**config.mk**
```make
export PLATFORM = sky130hd
export DESIGN_NAME = button_updown_reader
export DESIGN_NICKNAME = d
export VERILOG_FILES = /design/src/rtl/button_updown_reader.sv
export SDC_FILE = /design/constraint.sdc
export NUM_CORES = 1
export LEC_CHECK = 0
export CAP_MARGIN = 25
export CORE_ASPECT_RATIO = 0.6
export CORE_MARGIN = 5
export CORE_UTILIZATION = 35
export CTS_CLUSTER_DIAMETER = 50
export DETAILED_ROUTE_END_ITERATION = 10
export SLEW_MARGIN = 10
export SYNTH_ARGS = -nofsm -noshare
export SYNTH_HDL_FRONTEND = slang
export SYNTH_SLANG_ARGS = --single-unit
```
**constraint.sdc**
```tcl
create_clock -name clk -period 8.3 [get_ports clk]
set_clock_uncertainty 0.15 [all_clocks]
set_input_delay 1.66 -clock clk [delete_from_list [all_inputs] [get_ports clk]]
set_output_delay 1.66 -clock clk [all_outputs]
set_load 0.02 [all_outputs]
```
**src/rtl/button_updown_reader.sv**
```systemverilog
// button_updown_reader: two active-low push-buttons (UP, DOWN) step a 3-bit
// value up/down modulo 8, with synchronising, debouncing, press-edge detection,
// auto-repeat while held, and a lockout while both buttons are held.
// Button index 0 = UP, index 1 = DOWN throughout.
module button_updown_reader #(
  parameter int unsigned DEBOUNCE_CYC     = 270_000,
  parameter int unsigned REPEAT_DELAY_CYC = 13_500_000,
  parameter int unsigned REPEAT_RATE_CYC  = 5_400_000
) (
  input  logic       clk,
  input  logic       rst,
  input  logic       btn_up_n,
  input  logic       btn_dn_n,
  output logic [2:0] value,
  output logic       step_pulse,
  output logic       step_dir
);

  localparam int unsigned DB_W    = $clog2(DEBOUNCE_CYC + 1);
  localparam int unsigned REP_MAX = (REPEAT_DELAY_CYC > REPEAT_RATE_CYC) ?
                                    REPEAT_DELAY_CYC : REPEAT_RATE_CYC;
  localparam int unsigned REP_W   = $clog2(REP_MAX + 1);

  localparam logic [DB_W-1:0]  DB_LAST    = DB_W'(DEBOUNCE_CYC - 1);
  localparam logic [REP_W-1:0] DELAY_LAST = REP_W'(REPEAT_DELAY_CYC - 1);
  localparam logic [REP_W-1:0] RATE_LAST  = REP_W'(REPEAT_RATE_CYC - 1);

  typedef enum logic [1:0] {
    ST_IDLE,
    ST_DELAY,
    ST_REPEAT,
    ST_LOCKED
  } btn_state_e;

  // Synchroniser chain, debounced levels and the previous debounced level
  logic [1:0] sync1_q, sync1_d;
  logic [1:0] sync2_q, sync2_d;
  logic [1:0] stable_q, stable_d;
  logic [1:0] stable_prev_q, stable_prev_d;

  logic [DB_W-1:0]  db_cnt_q  [2];
  logic [DB_W-1:0]  db_cnt_d  [2];
  logic [REP_W-1:0] rep_cnt_q [2];
  logic [REP_W-1:0] rep_cnt_d [2];
  btn_state_e       state_q   [2];
  btn_state_e       state_d   [2];

  logic [2:0] value_q, value_d;
  logic       pulse_q, pulse_d;
  logic       dir_q, dir_d;

  logic [1:0] press_ev;
  logic [1:0] release_ev;
  logic [1:0] step_req;
  logic       both_low;

  // Synchroniser and debounce next-state
  always_comb begin
    sync1_d       = {btn_dn_n, btn_up_n};
    sync2_d       = sync1_q;
    stable_prev_d = stable_q;
    stable_d      = stable_q;
    for (int unsigned i = 0; i < 2; i++) begin
      db_cnt_d[i] = '0;
      if (sync2_q[i] != stable_q[i]) begin
        if (db_cnt_q[i] == DB_LAST) begin
          stable_d[i] = sync2_q[i];
        end else begin
          db_cnt_d[i] = db_cnt_q[i] + DB_W'(1);
        end
      end
    end
  end

  // Edge events are taken from the registered level so steps land one cycle
  // after the debounced level changes.
  always_comb begin
    press_ev   = stable_prev_q & ~stable_q;
    release_ev = ~stable_prev_q & stable_q;
    both_low   = ~stable_q[0] & ~stable_q[1];
  end

  // Per-button press / auto-repeat / lockout FSM next-state
  always_comb begin
    step_req = '0;
    for (int unsigned i = 0; i < 2; i++) begin
      state_d[i]   = state_q[i];
      rep_cnt_d[i] = rep_cnt_q[i];
      if (both_low) begin
        state_d[i] = ST_LOCKED;
      end else begin
        case (state_q[i])
          ST_IDLE: begin
            if (press_ev[i]) begin
              step_req[i]  = 1'b1;
              rep_cnt_d[i] = '0;
              state_d[i]   = ST_DELAY;
            end
          end
          ST_DELAY: begin
            if (release_ev[i]) begin
              state_d[i] = ST_IDLE;
            end else if (rep_cnt_q[i] == DELAY_LAST) begin
              step_req[i]  = 1'b1;
              rep_cnt_d[i] = '0;
              state_d[i]   = ST_REPEAT;
            end else begin
              rep_cnt_d[i] = rep_cnt_q[i] + REP_W'(1);
            end
          end
          ST_REPEAT: begin
            if (release_ev[i]) begin
              state_d[i] = ST_IDLE;
            end else if (rep_cnt_q[i] == RATE_LAST) begin
              step_req[i]  = 1'b1;
              rep_cnt_d[i] = '0;
            end else begin
              rep_cnt_d[i] = rep_cnt_q[i] + REP_W'(1);
            end
          end
          ST_LOCKED: begin
            if (release_ev[i]) begin
              state_d[i] = ST_IDLE;
            end
          end
          default: state_d[i] = ST_IDLE;
        endcase
      end
    end
  end

  // Value stepping; simultaneous UP and DOWN requests cancel
  always_comb begin
    value_d = value_q;
    dir_d   = dir_q;
    pulse_d = 1'b0;
    if (step_req[0] && !step_req[1]) begin
      value_d = value_q + 3'd1;
      dir_d   = 1'b1;
      pulse_d = 1'b1;
    end else if (step_req[1] && !step_req[0]) begin
      value_d = value_q - 3'd1;
      dir_d   = 1'b0;
      pulse_d = 1'b1;
    end
  end

  // All state registers, cleared asynchronously to the released/idle state
  always_ff @(posedge clk or posedge rst) begin
    if (rst) begin
      sync1_q       <= '1;
      sync2_q       <= '1;
      stable_q      <= '1;
      stable_prev_q <= '1;
      for (int unsigned i = 0; i < 2; i++) begin
        db_cnt_q[i]  <= '0;
        rep_cnt_q[i] <= '0;
        state_q[i]   <= ST_IDLE;
      end
      value_q <= '0;
      pulse_q <= 1'b0;
      dir_q   <= 1'b1;
    end else begin
      sync1_q       <= sync1_d;
      sync2_q       <= sync2_d;
      stable_q      <= stable_d;
      stable_prev_q <= stable_prev_d;
      for (int unsigned i = 0; i < 2; i++) begin
        db_cnt_q[i]  <= db_cnt_d[i];
        rep_cnt_q[i] <= rep_cnt_d[i];
        state_q[i]   <= state_d[i];
      end
      value_q <= value_d;
      pulse_q <= pulse_d;
      dir_q   <= dir_d;
    end
  end

  assign value      = value_q;
  assign step_pulse = pulse_q;
  assign step_dir   = dir_q;

endmodule

```
# Word level (Yosys, flattened, before mapping)
# Cells that the tools add are included.
word_totals:
  latch_bits: 0
  reg_bits: 103
  word_cells: 119
  input_bits: 4
  memories: 0
  ram_bits: 0
  output_inout_bits: 5
  rom_bits: 0
classes:
  n_addsub: 6
  n_eq_ne: 26
  shift: 0
  n_bitwise: 8
  n_div: 0
  order_cmp: 0
  muxes: 48
  multipliers: 0
  n_reduce_logical: 17
op_table:
  columns: ["operator", "n"]
  rows:
  - ["24-bit 2-to-1 mux", 10]
  - ["24-bit case mux with 3 select lines", 2]
  - ["19-bit 2-to-1 mux", 4]
  - ["24-bit by 1-bit adder with 24-bit output (second input constant)", 2]
  - ["24-bit by 23-bit equality test with 1-bit output (second input constant)", 2]
  - ["24-bit equality test (second input constant)", 2]
  - ["19-bit by 1-bit adder with 19-bit output (second input constant)", 2]
  - ["19-bit equality test (second input constant)", 2]
  - ["2-bit 2-to-1 mux", 10]
  - ["1-bit 2-to-1 mux", 16]
  - ["2-bit inequality test (second input constant)", 6]
  - ["2-bit case mux with 3 select lines", 2]
  - ["5-bit AND reduction", 2]
  - ["2-bit equality test (second input constant)", 4]
  - ["4-bit inequality test (second input constant)", 2]
  - ["3-bit 2-to-1 mux", 2]
  - ["3-bit by 1-bit inequality test with 1-bit output (second input constant)", 2]
  - ["3-bit inequality test (second input constant)", 2]
  - ["1-bit case mux with 3 select lines", 2]
  - ["3-bit AND reduction", 2]
  - ["3-bit nonzero test", 2]
  - ["2-bit AND", 2]
  - ["2-bit by 1-bit equality test with 1-bit output (second input constant)", 2]
  - ["2-bit zero test", 2]
  - ["other kinds (11)", 19]

# Logic depth before layout (Yosys ltp)
# Gate-level depths: netlist (run 1).
logic_depth:
  ltp_word: 9
  mapped_depth: 12

# Worst setup path before layout (run 1)
# OpenSTA, ideal clock, no wires.
synth_path:
  path_type: "flip-flop to flip-flop"
  startpoint: "register rep_cnt_q[9] (netlist name)"
  endpoint: "register value_q[1], in the netlist value[1]"
  stages_incl_launch_ff: 10
  setup_slack_ns: 5.090
  arrival_ns: 2.935
  path_buffers: 0
  path_cell_list: "dfrtp_1 > or4b_2 > nor3_1 > nand4_1 > or2_2 > a311o_1 > ha_1 > inv_1 > fa_1 > mux2_2"
synth_via:
  elab_chain_len: 8
  elab_cells_between_ends: 13
  cone_classes: "eq/ne: 2; mux: 7; reduce/logical: 4"
synth_lines:
  columns: ["item", "line", "rtl"]
  rows:
  - ["start, declared", "43", "logic [REP_W-1:0] rep_cnt_q [2];"]
  - ["start signal, assigned by index", "170", "rep_cnt_q[i] <= rep_cnt_d[i];"]
  - ["24-bit by 23-bit equality test with 1-bit output or 24-bit equality test (tied branches)", "114, 103", null]
  - ["1-bit 2-to-1 mux (on tied branches)", "114, 103", null]
  - ["1-bit 2-to-1 mux (on tied branches)", "112, 101", null]
  - ["1-bit case mux with 3 select lines *", "92", "case (state_q[i])"]
  - ["1-bit 2-to-1 mux *", "89", "if (both_low) begin"]
  - ["1-bit zero test *", "137", "if (step_req[0] && !step_req[1]) begin"]
  - ["1-bit logical AND *", "137", null]
  - ["3-bit 2-to-1 mux *", "137", null]
  - ["via value_d[1]", "48", "logic [2:0] value_q, value_d;"]
  - ["end signal, assigned", "173", "value_q <= value_d;"]
  - ["end, declared", "48", null]
# Mark *: on every way through the listed nets, which the timed path passes. The rest lies on a longest branch.
# A chain may end at the register's enable or synchronous reset.

# Final worst setup path (run 1)
layout_path:
  startpoint: "register rep_cnt_q[31] (netlist name)"
  endpoint: "register value_q[2], in the netlist value[2]"
layout_via:
  elab_chain_len: 8
  elab_cells_between_ends: 13
  cone_classes: "eq/ne: 2; mux: 7; reduce/logical: 4"
layout_lines:
  columns: ["item", "line", "rtl"]
  rows:
  - ["24-bit by 23-bit equality test with 1-bit output or 24-bit equality test (tied branches)", "114, 103", null]
  - ["1-bit 2-to-1 mux (on tied branches)", "114, 103", null]
  - ["1-bit 2-to-1 mux (on tied branches)", "112, 101", null]
  - ["1-bit case mux with 3 select lines *", "92", null]
  - ["1-bit 2-to-1 mux *", "89", null]
  - ["1-bit zero test", "141", "end else if (step_req[1] && !step_req[0]) begin"]
  - ["1-bit logical AND", "141", null]
  - ["2-bit nonzero test (no source line)", null, null]
# Every way passes the cells marked *; elsewhere a longest branch is shown, timed or not.

==> results of run 1 <==
## layout make-up
cell class | instances | area (um2)
inverter | 34 | 130
sequential | 103 | 2590
timing repair buffer | 14 | 125
clock buffer | 9 | 225
multi-input combinational | 465 | 3000
tap | 228 | 285
fill | 1613 | 9850
clock inverter | 7 | 63.8
## routing by layer
| metal | wire (um) | vias to the layer above |
|---|---|---|
| met2 | 5480 | 139 |
| met1 | 6920 | 2325 |
| met3 | 901 | 11 |
| met5 | 0 | - |
| li1 | - | 2302 |
| met4 | 139 | 0 |
## stage by stage
step                 util  hold WS (ns)  std cells  setup slack (ns)  total power (uW)
global placement    0.377         0.197        844              4.83               538
global route        0.395         0.211        860              4.47               983
floorplan               -         0.195        626              3.80               531
finish              0.395         0.209        860              4.61               949
CTS                 0.395         0.211        860              4.70               964
detailed placement  0.377         0.198        844              4.72               538
## power groups by stage
stage | Clock (uW) | Sequential [uW] | Combinational [uW]
floorplan | 0 | 517 | 14.0
global placement | 0 | 518 | 19.7
detailed placement | 0 | 518 | 20.4
CTS | 436 | 508 | 20.5
global route | 451 | 509 | 23.1
finish | 422 | 508 | 19.2
## cells by family after synthesis
| logic type | synth area share |
|---|---|
| and+or+nand+nor | 0.259 |
| AOI/OAI and AO/OA | 0.145 |
| DFF | 0.445 |
| buffers and inverters | 0.0400 |
| xor gates and xnor gates | 0.0723 |
| adders and majority gates | 0.0357 |
| muxes | 0.00366 |
## state kept, by name (all words and copies together) (netlist names)
name and count:
step_pulse 1, db_cnt_q 38, state_q 4, sync2_q 2, value 3, step_dir 1
stable_prev_q 2, rep_cnt_q 48, stable_prev_d 2, sync1_q 2
## cells in the mapped netlist, types with 2 or more instances
cell type and n:
a21oi_1 10, a31oi_1 2, and3_1 9, inv_1 34, nand3_1 32, ha_1 15, o31ai_1 7, nor4b_1 3
nor2b_1 4, nand2_1 58, xnor2_1 28, nand2b_1 4, nor2_1 53, o311ai_0 2, nor3_1 14, o21ai_1 2
xor2_1 20, o211ai_1 15, or4b_2 3, buf_2 6, a22oi_1 14, or4_1 11, clkbuf_1 16, o221ai_1 7
a21o_1 2, nor4_1 12, dfstp_2 9, and4_1 5, and2_1 3, nand3b_1 3, o21ba_2 2, or3_1 18
o2111ai_1 18, o21ai_0 25, or2_2 9, nand4_1 32, dfrtp_1 94, a311o_1 2, o41a_1 2
## worst min-delay path by stage
stage               start    endpoint  cells past startpoint  slack (ns)
4_1_cts        sync1_q[1]  sync2_q[1]                      0        0.21
5_1_grt        sync1_q[1]  sync2_q[1]                      0        0.21
2_1_floorplan  sync1_q[0]  sync2_q[0]                      0        0.20
6_report       sync1_q[1]  sync2_q[1]                      0        0.21
3_3_place_gp   sync1_q[1]  sync2_q[1]                      0        0.20
3_5_place_dp   sync1_q[1]  sync2_q[1]                      0        0.20
==> run_results.csv, run 1 <==
group,metric,value,unit
status,status,"finished, final reports clean",
power,power_frac_comb,0.020,
global_routing,grt_busiest_layer,"met1",
worst_setup_path,critPathBufInv,1,
global_routing,grtUsageTotal,0.147,
routing,firstDrtPassIters,5,
power,ir_worst_vdd,0.0000936,V
worst_setup_path,cp_slowest_cell,"or4b_2",
routing,routedWlPerCell,15.6,um
synth,async_flop_share,1.00,
floorplanning,core,16300,um2
floorplanning,start_util,0.358,
timing,clock.fmax,271,MHz
power,power.switching,228,uW
place,io_buffer_count,8,
worst_setup_path,worstPathArrival,3.79,ns
timing,tns,0,ns
finish,final_layout_size_suffix_gt1_frac,0.0854,
worst_hold_path,holdCritPathClass,"reg -> reg",
clock_network,path_clk_slew,0.08,ns
clock_network,cts_max_path_buffers,2,
place,dpl.hpwl,9370,um
synth,synth-main-ff-cell,"dfrtp_1",
synth,ys.warnings.count,0,
clock_network,clkLatencyLatePin,0.35,ns
power,p_leak,0.00245,uW
worst_setup_path,cp-startpoint,"rep_cnt_q[31]",
timing,max-slew-margin-rel,0.451,
worst_setup_path,endpoint_kind,"flip-flop",
worst_setup_path,endpoint,"value[2]",
clock_network,ctsHoldBuffers,0,
worst_setup_path,worstPathCellList,"or4b_2 > nor4_1 > nand3_1 > a311o_1 > a21oi_1 > ha_1 > inv_1 > fa_1 > xnor2_1 > nand2_1 > xnor2_1",
global_routing,met2_usage,0.211,
finish,fin_area,6410,um2
routing,wl,13400,um
routing,drc,0,
floorplanning,ios,9,
timing,rsz0062_at_grt,"false",
clock_network,cts_resized,0,
synth,synth_area_leaders,"dfrtp_1 (40%), xnor2_1 (4.2%), dfstp_2 (4.1%), nand2_1 (3.7%), nand4_1 (3.4%)",
power,p_int,721,uW
worst_setup_path,r2r-start,"rep_cnt_q[31]",
timing,setup_viol,0,
power,p_sw_frac,0.240,
global_routing,grt_max_degree,54,
clock_network,cts_tree,"built",
routing,vias,4777,
floorplanning,rows,36,
timing,min_period_over_period,0.444,
synth,syn-instance-count,626,
routing,drt.antenna.violating_nets,0,
synth,syn_nets,646,
global_routing,grt_pass1_vias,4621,
worst_setup_path,critPathTopFamily,"simple AND/OR/NAND/NOR gates",
synth,syn-cell-area,5820,um2
power,power_density,148,nW/um2
routing,drt_iter0_markers,394,
synth,ys_seq_elements,103,
timing,maxSlewViolCount,0,
timing,hold_viol,0,
global_routing,grt-ovfl-total,0,
floorplanning,die_area,19400,um2
global_routing,gr-usage-met3,0.0354,
synth,ys_types,60,
worst_setup_path,critical_path_class,"reg -> reg",
synth,syn_avg_cell_area,9.29,um2
worst_setup_path,required,8.40,ns
worst_setup_path,critPathMostFrequentCell,"xnor2_1",
synth,synth_top_area_cell,"dfrtp_1",
worst_setup_path,crit_fanout,7,
synth,synth_top_area_share,0.404,
clock_network,postCtsSetupRepairBufs,0,
power,pwr-share-seq,0.535,
finish,layout_commonest_cell,"dfrtp_1",
finish,syn2layout_area_growth,10.3,%
routing,vias_per_cell,5.55,
worst_setup_path,cpPeakStageDelay,0.68,ns
worst_setup_path,worstSetupPathDepth,11,
place,post_dp_cell_area,6130,um2
clock_network,tritoncts.num_buffers,9,
global_routing,antenna_found_initial,0,
run,cap_violations,0,
global_routing,grt_pass1_wl,23300,um
finish,nets,647,
synth,synth_seq_area_share,0.445,
floorplanning,die_h,110,um
global_routing,met1_usage,0.220,
worst_setup_path,crit_path_start_kind,"flip-flop",
worst_setup_path,r2r_cells,11,
clock_network,htreeDepth,3,
finish,antenna_cells,0,
floorplanning,die_w,176,um
worst_setup_path,r2r-end,"value[2]",
clock_network,clock_sinks,103,
timing,worst_slew_pin_slew,0.824,ns
place,gp_congestion,0.882,
finish,final_cell_mix,"dfrtp_1 (94), nand2_1 (58), nor2_1 (53)",
clock_network,root_buffer,"clkbuf_16",
synth,synth_enable_flop_cells,0,
power,clockPowerShare,0.444,
timing,min_period,3.69,ns
worst_setup_path,r2r_slack,4.61,ns
Power figures use the tool's default switching activity.
==> run 2, diff against run 1 <==
==> constraint.sdc (replaced) <==
create_clock -name clk -period 3.7 [get_ports clk]
set_clock_uncertainty 0.15 [all_clocks]
set_input_delay 0.74 -clock clk [delete_from_list [all_inputs] [get_ports clk]]
set_output_delay 0.74 -clock clk [all_outputs]
set_load 0.02 [all_outputs]
==> run 2 against run 1 <==
Power is 120% higher. Sequential power rose by 120%. Count of clock-buffer cells in the layout rose by 1. Die area did not move. Fmax grew 4.5%. Hold slack gained 0.00091 ns. Routed wire length fell by 1.1%. Core utilization increased by 0.42 points. Clock power increased by 120%. First-iteration DRC count fell by 26%. Non-clock buffer count increased by 7. Global-route usage fell by 0.53 points.
==> run_results.csv, run 2 (synthesis results as in run 1) <==
group,metric,value,unit
status,status,"finished, final reports clean",
worst_hold_path,hold_start,"sync1_q[1]",
worst_setup_path,r2r-start,"rep_cnt_q[35]",
timing,max-slew-margin-rel,0.492,
routing,firstDrtPassIters,5,
clock_network,clock_sinks,103,
place,io_buffer_count,8,
global_routing,grt_max_degree,104,
place,gp_congestion,0.862,
timing,clock.fmax,283,MHz
global_routing,grt_pass1_vias,4393,
finish,antenna_cells,0,
floorplanning,die_h,110,um
routing,drt_iter0_markers,291,
finish,syn2layout_area_growth,11.4,%
timing,tns,0,ns
timing,hold_viol,0,
power,fin_total_pwr,2140,uW
worst_setup_path,endpoint_kind,"flip-flop",
worst_setup_path,critPathTopFamily,"simple AND/OR/NAND/NOR gates",
floorplanning,ios,9,
clock_network,path_clk_slew,0.08,ns
timing,maxSlewViolCount,0,
clock_network,htreeDepth,3,
finish,final_layout_size_suffix_gt1_frac,0.0939,
floorplanning,rows,36,
timing,min_period,3.53,ns
floorplanning,die_area,19400,um2
timing,min_period_over_period,0.954,
worst_setup_path,critPathMostFrequentCell,"xnor2_1",
timing,setup_viol,0,
global_routing,antenna_found_initial,0,
routing,drc,0,
power,p_leak,0.00249,uW
routing,vias,4837,
floorplanning,start_util,0.358,
finish,nFillCells,1600,
routing,wl,13300,um
worst_setup_path,critPathBufInv,1,
worst_setup_path,required,3.80,ns
clock_network,cts_max_path_buffers,2,
place,dpl.hpwl,9220,um
worst_setup_path,worstPathArrival,3.63,ns
worst_setup_path,critical_path_class,"reg -> reg",
clock_network,tritoncts.num_buffers,9,
timing,worst_slew_pin_slew,0.759,ns
worst_setup_path,cp_slowest_cell,"or4b_2",
routing,vias_per_cell,5.58,
finish,largest_reg_flops,48,
clock_network,clkLatencyLatePin,0.36,ns
clock_network,cts_tree,"built",
worst_setup_path,crit_path_start_kind,"flip-flop",
worst_setup_path,cp-startpoint,"rep_cnt_q[35]",
clock_network,cts_resized,0,
routing,drt.antenna.violating_nets,0,
finish,largest_register,"rep_cnt_q",
worst_setup_path,cpPeakStageDelay,0.68,ns
timing,rsz0062_at_grt,"false",
worst_setup_path,worstPathCellList,"or4b_2 > nor4_1 > nand4_1 > a311o_1 > a21oi_1 > ha_1 > inv_1 > fa_1 > xnor2_1 > nand2_1 > xnor2_1",
worst_setup_path,crit_fanout,5,
power,power_density,329,nW/um2
finish,top_regs,"rep_cnt_q x48, db_cnt_q x38, state_q x4",
clock_network,ctsHoldBuffers,0,
global_routing,grtUsageTotal,0.142,
routing,routedWlPerCell,15.3,um
global_routing,grt-ovfl-total,0,
clock_network,postCtsSetupRepairBufs,0,
finish,nets,654,
run,cap_violations,0,
global_routing,grt_pass1_wl,22500,um
worst_hold_path,holdCritPathClass,"reg -> reg",
floorplanning,die_w,176,um
finish,final_cell_mix,"dfrtp_1 (94), nand2_1 (58), nor2_1 (53)",
finish,layout_commonest_cell,"dfrtp_1",
floorplanning,core,16300,um2
power,ir_worst_vdd,0.000210,V
clock_network,root_buffer,"clkbuf_16",
==> run 2: cell count changes in the layout (fill, tap and decap cells not counted) <==
| cell | delta |
|---|---|
| clkinv_2 | -1 |
| inv_6 | +2 |
| inv_8 | -2 |
| clkinvlp_4 | -1 |
| clkbuf_1 | +1 |
| clkinv_8 | +1 |
| buf_12 | +1 |
| buf_4 | +6 |
==> run 2: final timing paths <==
path,slack [ns],end,depth (start not counted)
worst min-delay path,0.21,sync2_q[1],0
worst max register to register,0.17,value[2],11
worst min register to register,0.21,sync2_q[1],0
min in group asynchronous,0.70,value[2],3
worst max-delay path,0.17,value[2],11
max in group asynchronous,2.24,rep_cnt_q[11],3
==> run 2: layer usage <==
| metal | track usage | vias to the layer above | wire length (um) |
|---|---|---|---|
| li1 | - | 2314 | - |
| met1 | 0.218 | 2385 | 7040 |
| met2 | 0.200 | 128 | 5500 |
| met3 | 0.0330 | 10 | 650 |
| met4 | 0.0315 | 0 | 109 |
| met5 | 0 | - | 0 |
==> run 2: cell type report <==
| class | instances | area (um2) | share of cell area |
|---|---|---|---|
| well taps | 228 | 285 | 0.0440 |
| clock inverters | 6 | 62.6 | 0.00965 |
| inverters | 34 | 130 | 0.0201 |
| flip-flops and latches | 103 | 2590 | 0.399 |
| clock buffers | 10 | 229 | 0.0353 |
| repair buffers | 21 | 190 | 0.0293 |
| multi-input cells | 465 | 3000 | 0.462 |
==> run 2: worst reg2reg max path, cell delays in order (launching register included) <==
cell     delay [ns]
dfrtp_1        0.43
or4b_2         0.68
nor4_1         0.39
nand4_1        0.21
a311o_1        0.39
a21oi_1        0.15
ha_1           0.22
inv_1          0.08
fa_1           0.38
xnor2_1        0.15
nand2_1        0.08
xnor2_1        0.12
==> run 2: stage by stage <==
stage,util,instances,setup WS [ns],instance area (um2),hold WS (ns)
after floorplan,-,626,0.121,5820,0.195
after global placement,0.381,851,0.280,6190,0.198
after detailed placement,0.381,851,0.203,6190,0.197
after CTS,0.399,867,0.183,6480,0.209
after global routing,0.399,867,0.0237,6480,0.215
final,0.399,867,0.169,6480,0.210
==> run 2: where the power goes <==
part / switching [uW] / internal, uW
logic: 33.7 / 11.8
clock network: 472 / 477
registers: 6.10 / 1130
==> run 3, diff against run 2 <==
--- a/config.mk
+++ b/config.mk
@@ -11,6 +11,7 @@
 export CORE_UTILIZATION = 35
 export CTS_CLUSTER_DIAMETER = 50
 export DETAILED_ROUTE_END_ITERATION = 10
+export GPL_ROUTABILITY_DRIVEN = 0
 export SLEW_MARGIN = 10
 export SYNTH_ARGS = -nofsm -noshare
 export SYNTH_HDL_FRONTEND = slang
==> results of run 3 <==
Final layout, timing and power as in run 2 (identical DEF).
